**src/rtl/mac_accumulator.sv**
```systemverilog
// mac_accumulator: sums a vector of unsigned 16-bit products into one dot-product
// result. Products arrive on a valid/ready handshake. Each finished result is held
// in an output register until the consumer takes it.
module mac_accumulator #(
  parameter int ACC_W   = 24,
  parameter int MAX_LEN = 256,
  localparam int CNT_W  = $clog2(MAX_LEN + 1)
) (
  input  logic             clk,
  input  logic             rst,
  input  logic             prod_valid,
  output logic             prod_ready,
  input  logic [15:0]      prod,
  input  logic             prod_last,
  output logic             out_valid,
  input  logic             out_ready,
  output logic [ACC_W-1:0] out_sum,
  output logic [CNT_W-1:0] out_count,
  output logic             out_ovf,
  output logic             out_trunc
);

  typedef enum logic [1:0] {
    IDLE = 2'd0,
    ACC  = 2'd1,
    HOLD = 2'd2
  } state_t;

  localparam logic [CNT_W-1:0] MAX_CNT = CNT_W'(MAX_LEN);

  state_t           state_q;
  state_t           state_d;
  logic [ACC_W-1:0] acc_q;
  logic [CNT_W-1:0] cnt_q;
  logic             ovf_q;

  logic             accept;
  logic             close;
  logic [ACC_W-1:0] base;
  logic [CNT_W-1:0] cnt_base;
  logic [CNT_W-1:0] cnt_next;
  logic             ovf_base;
  logic             ovf_next;
  logic [ACC_W:0]   sum;

  // A pending result is held in HOLD, so out_valid is simply the state.
  assign out_valid = (state_q == HOLD);

  // Ready whenever no result is stuck; in HOLD a beat may enter only in the cycle the result leaves.
  always_comb begin
    prod_ready = 1'b0;
    if (!rst) begin
      prod_ready = (state_q == HOLD) ? out_ready : 1'b1;
    end
  end

  // Datapath for an accepted beat: a new vector starts from zero unless a partial sum is in progress.
  always_comb begin
    base     = '0;
    cnt_base = '0;
    ovf_base = 1'b0;
    if (state_q == ACC) begin
      base     = acc_q;
      cnt_base = cnt_q;
      ovf_base = ovf_q;
    end
    sum      = {1'b0, base} + (ACC_W + 1)'(prod);
    cnt_next = cnt_base + CNT_W'(1);
    ovf_next = ovf_base | sum[ACC_W];
    accept   = prod_valid && prod_ready;
    close    = prod_last || (cnt_next == MAX_CNT);
  end

  // Next-state logic: a closing beat always lands in HOLD, an open beat in ACC.
  always_comb begin
    state_d = state_q;
    case (state_q)
      IDLE, ACC: begin
        if (accept) begin
          state_d = close ? HOLD : ACC;
        end
      end
      HOLD: begin
        if (out_ready) begin
          if (accept) begin
            state_d = close ? HOLD : ACC;
          end else begin
            state_d = IDLE;
          end
        end
      end
      default: state_d = IDLE;
    endcase
  end

  // State, running sum and result registers; reset throws away any partial or pending result.
  always_ff @(posedge clk) begin
    if (rst) begin
      state_q   <= IDLE;
      acc_q     <= '0;
      cnt_q     <= '0;
      ovf_q     <= 1'b0;
      out_sum   <= '0;
      out_count <= '0;
      out_ovf   <= 1'b0;
      out_trunc <= 1'b0;
    end else begin
      state_q <= state_d;
      if (accept) begin
        acc_q <= sum[ACC_W-1:0];
        cnt_q <= cnt_next;
        ovf_q <= ovf_next;
        if (close) begin
          out_sum   <= sum[ACC_W-1:0];
          out_count <= cnt_next;
          out_ovf   <= ovf_next;
          out_trunc <= !prod_last;
        end
      end
    end
  end

endmodule
```
**config.mk**
```make
export PLATFORM = sky130hd
export DESIGN_NAME = mac_accumulator
export DESIGN_NICKNAME = d
export VERILOG_FILES = /design/src/rtl/mac_accumulator.sv
export SDC_FILE = /design/constraint.sdc
export NUM_CORES = 1
export LEC_CHECK = 0
export BUFFER_PORTS_ARGS = -buffer_cell sky130_fd_sc_hd__buf_2
export CELL_PAD_IN_SITES_DETAIL_PLACEMENT = 1
export CELL_PAD_IN_SITES_GLOBAL_PLACEMENT = 1
export CORE_ASPECT_RATIO = 0.9
export CORE_MARGIN = 4
export CORE_UTILIZATION = 43
export DETAILED_ROUTE_END_ITERATION = 10
export PLACE_DENSITY = 0.88
export SYNTH_ARGS = -nofsm -noshare
export SYNTH_HDL_FRONTEND = slang
export SYNTH_SLANG_ARGS = --single-unit
```
**constraint.sdc**
```tcl
create_clock -name clk -period 3.83 [get_ports clk]
set_input_delay 0.1915 -clock clk [delete_from_list [all_inputs] [get_ports clk]]
set_output_delay 0.1915 -clock clk [all_outputs]
set_load 0.05 [all_outputs]
```
==> results of run 1 <==
worst paths after layout:
| kind | start | endpoint | slack, ns | cells after the start |
|---|---|---|---|---|
| hold reg to reg | out_sum[15] | out_sum[15] | 0.45 | 2 |
| hold / removal | prod_last | out_trunc | 0.12 | 2 |
| setup reg to reg | state_q[0] | out_ovf | 0.23 | 11 |
| setup / recovery | state_q[0] | out_ovf | 0.23 | 11 |
critical path, cell delays in order (launching register included):
cell                       delay [ns]
sky130_fd_sc_hd__dfxtp_1         0.45
sky130_fd_sc_hd__nor2b_2         0.34
sky130_fd_sc_hd__buf_4           0.20
sky130_fd_sc_hd__and2_1          0.16
sky130_fd_sc_hd__ha_1            0.30
sky130_fd_sc_hd__and3_1          0.17
sky130_fd_sc_hd__a221o_1         0.42
sky130_fd_sc_hd__a311oi_1        0.52
sky130_fd_sc_hd__a31oi_2         0.32
sky130_fd_sc_hd__nand3_1         0.19
sky130_fd_sc_hd__a21boi_0        0.28
sky130_fd_sc_hd__o21ai_0         0.11
placed cells by master (no fill, tap or decap), drive strengths merged, types with 6 or more instances in the layout:
master / n
a21oi: 37
xor2: 11
nand2b: 9
a21o: 9
inv: 7
xnor2: 14
nand3: 8
dfxtp: 71
nand4: 6
a32o: 6
nor2: 21
nand3b: 15
nand2: 94
ha: 18
o21ai: 40
clkbuf: 11
and2: 20
a211oi: 11
a31oi: 7
buf: 67
layer usage:
| metal | up-vias | global-route usage (%) |
|---|---|---|
| met3 | 21 | 4.69 |
| met4 | 0 | 8.25 |
| met1 | 1886 | 30.7 |
| met5 | - | 0 |
| li1 | 1852 | - |
| met2 | 98 | 39.6 |
power by group:
part           total, mW  switching (mW)  internal (mW)
registers          0.780          0.0152          0.764
clock network      0.522           0.282          0.240
logic              0.238           0.161         0.0772
total               1.54           0.458           1.08
cell type report:
cell class	instances	share of cell area, %
Timing Repair Buffer	67	8.19
Multi-Input combinational cell	389	53.4
Clock buffer	11	3.10
Clock inverter	2	0.220
Tap cell	122	3.35
Sequential cell	71	31.2
Inverter	7	0.577
sequential cells by signal (all words and copies together) (netlist names):
register / count
state_q: 2
out_sum: 24
out_trunc: 1
ovf_q: 1
out_ovf: 1
acc_q: 24
cnt_q: 9
out_count: 9
cell families after synthesis:
family / after synthesis / share of synthesized area, %
compound gates: 140 / 23.0
simple gates: 204 / 25.1
mux: 1 / 0.248
fa+ha+maj: 19 / 6.08
xor+xnor: 25 / 5.43
flops: 71 / 35.2
buf+inv: 42 / 4.87
per-stage QoR:
| stage | instance area (µm²) | std cells | utilization (%) | hold WS (ns) | setup slack [ns] |
|---|---|---|---|---|---|
| 3_5_place_dp | 4400 | 656 | 48.2 | 0.445 | 0.245 |
| 6_report | 4550 | 669 | 49.9 | 0.115 | 0.235 |
| 2_1_floorplan | 4030 | 502 | - | 0.287 | 0.376 |
| 3_3_place_gp | 4400 | 656 | 48.2 | 0.438 | 0.340 |
| 5_1_grt | 4550 | 669 | 49.9 | 0.101 | 0.00370 |
| 4_1_cts | 4550 | 669 | 49.8 | 0.0936 | 0.201 |
what timing repair did:
| action | 4_1_cts | 5_1_grt |
|---|---|---|
| endpoints found under the setup margin | 0 | 1 |
| gates resized for setup | 0 | 1 |
| setup buffers | 0 | 0 |
==> impl_results.md, run 1 <==
* Slew HR at between 50 and 60%
* CTS root buffer: sky130_fd_sc_hd__clkbuf_8
* Nets at 585
* Most numerous cell types in the synthesized netlist: sky130_fd_sc_hd__nand2_1, sky130_fd_sc_hd__dfxtp_1, sky130_fd_sc_hd__o21ai_0
* Core region area at slightly above 9000 µm²
* RSZ-0062 raised after global routing: no
* Initial Util at between 40% and 50%
* First-pass iteration count of the detailed router at 5
* Final Routed Wirelength at between 10 and 15 mm
* DR WL met3 at 563 µm
* Final routed wire length divided by cell count at roughly 18 µm
* Library cell with the highest instance count after synthesis: sky130_fd_sc_hd__nand2_1
* Leakage power at approximately 1.9 nW
* Period utilization at between 90% and 100%
* Flip-flop cell with the highest count after synthesis: sky130_fd_sc_hd__dfxtp_1
* Multi-input gate area in the final layout at roughly 2400 µm²
* Horizontal die dimension at about 110 µm
* Cell Rows at 33
* Proportion of register bits with asynchronous set or reset after synthesis at 0%
* Critical path start-end classification: reg2reg
* Maximum number of pins on one net before global-route repair at 53
* Relative area change from synthesis to final layout at 12.9%
* Number of max-cap violations at 0
* Drt drc at 0
* Critical Path RT at 4.05 ns
* Overall fraction of global-route tracks in use at between 20% and 30%
* Share of the synthesized area in the top cell type at between 30% and 40%
* Wire length on met2 at 6.05 mm
* Final max-slew violation count at 0
* Peak supply drop at ~0.00017 V
* Time the worst path needs with I/O delays and setup at between 3 and 4 ns
* Largest clock skew in the final design at between 0.01 and 0.015 ns
* Quantity of I/O buffers inserted on ports at between 50 and 60
* Number of filler instances in the final layout at 1157
* Number of DRC markers in iteration 0 at ~240
* Signal arrival time at the worst endpoint at ~3.8 ns
* Classification of the worst-slack hold path: in2reg
* Mean instance size in the synthesized netlist at roughly 8.0 µm²
* Sequential area share after synthesis at a little over a third
* Startpoint kind of the worst setup timing path: flip-flop
* Library cell with the largest summed area after synthesis: sky130_fd_sc_hd__dfxtp_1
* CTS tree: done
* Highest metal layer used by the detailed router: met4
* Clock Path Buffers at 2
* Via count of the first global-routing pass at approximately 4k
* Main area contributors after synthesis: sky130_fd_sc_hd__dfxtp_1, sky130_fd_sc_hd__nand2_1, sky130_fd_sc_hd__ha_1, sky130_fd_sc_hd__o21ai_0, sky130_fd_sc_hd__a21oi_1
* Count of unique library cells instantiated by Yosys at between 50 and 60
* FMAX at between 200 and 300 MHz
* Combined area of all synthesized cells at a little over 4000 µm²
* Number of top-level pins at 58
* Run status: complete, no violations
* Worst Tran Pin Value at approximately 0.67 ns
* CTS Buf Count at 9
* DRT met1 WL at around 5.5 mm
* Clock transition time at the flip-flop clock pins of the worst setup and hold paths at 0.08 ns
* Routability-driven placement congestion ratio at slightly above 0.9
* Synth Net Count at roughly 540
* Total negative setup slack at 0 ns
* Tot Pwr at 1.54 mW
* Crit path capture type: flip-flop
* CP Max Fanout at 11
* ANT nets after route at 0
* Sequential cell area in the final layout at ~1400 µm²
* Post-CTS Hold Buffers at 0
* Vias per cell at slightly below 6
* Share of layout cells above drive strength 1 at 16.8%
* Count of antenna diodes in the layout at 0
* Sinks on Clock Net at 71
* Number of warnings issued by yosys at 0
* Power Dens Cells at 338 nW/µm²
* Count of vias placed by the detailed router at slightly below 4k
* Aggregate global routing overflow at 0
* Global-route wire length before repair at between 20 and 25 mm
* Number of hold violations in the final report at 0
* Height of the chip at between 90 and 100 µm
* EDFF count, synth at 0
* Number of antenna violations at the first check in global routing at 0
* Skew-Pair Late Insertion Delay at roughly 0.36 ns
* Synthesized instance count at between 500 and 600
* Synthesized flop and latch total at 71
* Die Area at 11000 µm²
* Final setup viols at 0
* DP HPWL at just under 9 mm
* Total number of H-tree levels at 3
Note: power is estimated with default switching activity, not from simulation.
==> run 2: changes to the inputs <==
Settings changed: CTS_BUF_LIST from default to sky130_fd_sc_hd__clkbuf_4 sky130_fd_sc_hd__clkbuf_8 sky130_fd_sc_hd__clkbuf_16.
==> run 2 against run 1 <==
  * Die area stayed put
  * Via count hardly changed
  * Setup slack worse by 0.0022 ns
  * Global-route usage stayed put
  * Largest power group unchanged
  * Routed wire length hardly changed
  * Sequential share of layout area hardly changed
  * Count of clock-buffer cells in the layout stayed put
  * Critical path type unchanged
  * Largest cell class unchanged
  * Core utilization hardly changed
  * Combinational power hardly changed
  * First-iteration DRC count stayed put
==> impl_results.md, run 2 (synthesized netlist as in run 1, its figures left out) <==
* Initial Util at 44.2% (unchanged)
* FMAX at 278 MHz (about the same)
* DP HPWL at 8.81 mm (unchanged)
* Post-CTS Hold Buffers at 0 (unchanged)
* Critical Path RT at 4.05 ns (about the same)
* Final max-slew violation count at 0 (unchanged)
* Sequence of cells on the critical path: nor2b_2, buf_4, and2_1, ha_1, and3_1, a221o_1, a311oi_1, a31oi_2, nand3_1, a21boi_0, o21ai_0 (unchanged)
* Run status: complete, no violations (unchanged)
* Count of antenna diodes in the layout at 0 (unchanged)
* Post-CTS setup repair buffer count at 0 (unchanged)
* Largest stage delay on the critical path at 0.52 ns (about the same)
* Quantity of I/O buffers inserted on ports at 57 (unchanged)
* Highest metal layer used by the detailed router: met4 (unchanged)
* Most common cell after layout, fill and taps aside: sky130_fd_sc_hd__nand2_1 (unchanged)
* Period utilization at 93.9% (about the same)
* Overall fraction of global-route tracks in use at 23.9% (unchanged)
* Total negative setup slack at 0 ns (unchanged)
* Signal arrival time at the worst endpoint at 3.81 ns (about the same)
* Sequential cell area in the final layout at 1420 µm² (unchanged)
* Highest-delay cell along the critical path: sky130_fd_sc_hd__a311oi_1 (unchanged)
* Number of DRC markers in iteration 0 at 237 (unchanged)
* Multi-input gate area in the final layout at 2430 µm² (unchanged)
* RSZ-0062 raised after global routing: no (unchanged)
* CP Max Fanout at 11 (unchanged)
* Time the worst path needs with I/O delays and setup at 3.60 ns (about the same)
* Core region area at 9130 µm² (unchanged)
* CTS Buf Count at 9 (unchanged)
* Sinks on Clock Net at 71 (unchanged)
* Skew-Pair Late Insertion Delay at 0.36 ns (about the same)
* Final setup viols at 0 (unchanged)
* Cell Rows at 33 (unchanged)
* Nets at 585 (unchanged)
* Peak supply drop at 0.000176 V (was 0.000173 V)
* Total number of H-tree levels at 3 (unchanged)
* Vias per cell at 5.76 (was 5.77)
* Critical path start-end classification: reg2reg (unchanged)
* ANT nets after route at 0 (unchanged)
* Number of antenna violations at the first check in global routing at 0 (unchanged)
* Resize count post-CTS at 0 (unchanged)
* Height of the chip at 99.9 µm (unchanged)
* Number of max-cap violations at 0 (unchanged)
* Aggregate global routing overflow at 0 (unchanged)
* Die Area at 11000 µm² (unchanged)
* Worst Tran Pin Value at 0.672 ns (about the same)
* Count of vias placed by the detailed router at 3854 (was 3857)
* Clock Path Buffers at 2 (unchanged)
* Top library cells by usage in the layout, fill and taps aside: sky130_fd_sc_hd__nand2_1, sky130_fd_sc_hd__dfxtp_1, sky130_fd_sc_hd__buf_2 (unchanged)
* Leakage power at 1.92 nW (was 1.91 nW)
* Routability-driven placement congestion ratio at 0.907 (unchanged)
* Classification of the worst-slack hold path: in2reg (unchanged)
* Global-route wire length before repair at 20.6 mm (unchanged)
* Clock transition time at the flip-flop clock pins of the worst setup and hold paths at 0.08 ns (about the same)
* Slew HR at 54.7% (unchanged)
* First-pass iteration count of the detailed router at 5 (unchanged)
* CTS tree: done (unchanged)
* Number of top-level pins at 58 (unchanged)
* DRT met1 WL at 5.48 mm (was 5.46 mm)
* Final core area utilization at 50.0% (was 49.9%)
* Number of filler instances in the final layout at 1157 (unchanged)
* DR WL met3 at 562 µm (was 563 µm)
* Relative area change from synthesis to final layout at 13.0% (was 12.9%)
* Drt drc at 0 (unchanged)
* Wire length on met2 at 6.04 mm (was 6.05 mm)
* Maximum number of pins on one net before global-route repair at 53 (unchanged)
* CTS root buffer: sky130_fd_sc_hd__clkbuf_8 (unchanged)
* Regs by FF count: acc_q: 24 flops, out_sum: 24 flops (unchanged)
* Largest clock skew in the final design at 0.0112 ns (was 0.0114 ns)
* Final Routed Wirelength at 12.3 mm (about the same)
* Startpoint kind of the worst setup timing path: flip-flop (unchanged)
* Power Dens Cells at 340 nW/µm² (was 338 nW/µm²)
* Final routed wire length divided by cell count at 18.4 µm (about the same)
* Share of layout cells above drive strength 1 at 17.0% (was 16.8%)
* Number of hold violations in the final report at 0 (unchanged)
* Via count of the first global-routing pass at 4058 (unchanged)
* Crit path capture type: flip-flop (unchanged)
* Horizontal die dimension at 110 µm (unchanged)
==> run 2: cell types whose count changed in the layout (fill, tap and decap cells not counted) <==
cell	previous run	this run
sky130_fd_sc_hd__clkbuf_1	1	0
sky130_fd_sc_hd__clkbuf_4	0	1
==> run 2: worst max-delay path, delay by kind of cell, from the launching register on <==
kind | cells | cell delay (ns)
simple gates | 4 | 0.86
compound gates | 5 | 1.65
flops | 1 | 0.45
fa+ha+maj | 1 | 0.30
buf+inv | 1 | 0.20
==> run 2: per-layer routing <==
layer	up-vias	global-route usage, %
li1	1852	-
met1	1884	30.7
met2	97	39.6
met3	21	4.69
met4	0	8.25
met5	-	0
==> run 2: worst paths after layout <==
kind	from	endpoint	slack, ns	cells after the start
setup / recovery	state_q[0]	out_ovf	0.23	11
hold reg to reg	out_sum[15]	out_sum[15]	0.45	2
setup reg to reg	state_q[0]	out_ovf	0.23	11
hold / removal	prod_last	out_trunc	0.11	2
==> run 2: stage by stage <==
step | hold WS, ns | total power [mW] | setup WS (ns) | cells | area (µm²)
final | 0.115 | 1.55 | 0.232 | 669 | 4560
after global routing | 0.101 | 1.62 | 0.00370 | 669 | 4560
after CTS | 0.0936 | 1.56 | 0.201 | 669 | 4550
after detailed placement | 0.445 | 1.03 | 0.245 | 656 | 4400
after global placement | 0.438 | 1.02 | 0.340 | 656 | 4400
after floorplan | 0.287 | 0.960 | 0.376 | 502 | 4030
==> run 2: cell type report <==
cell class	count	area share, %
Multi-Input combinational cell	389	53.3
Sequential cell	71	31.2
Timing Repair Buffer	67	8.18
Tap cell	122	3.35
Clock buffer	11	3.18
Inverter	7	0.576
Clock inverter	2	0.220
==> run 2: power by group <==
group / internal, mW / total, mW / switching, mW
Clock: 0.247 / 0.531 / 0.283
Combinational: 0.0772 / 0.238 / 0.161
Sequential: 0.764 / 0.780 / 0.0152
Total: 1.09 / 1.55 / 0.460
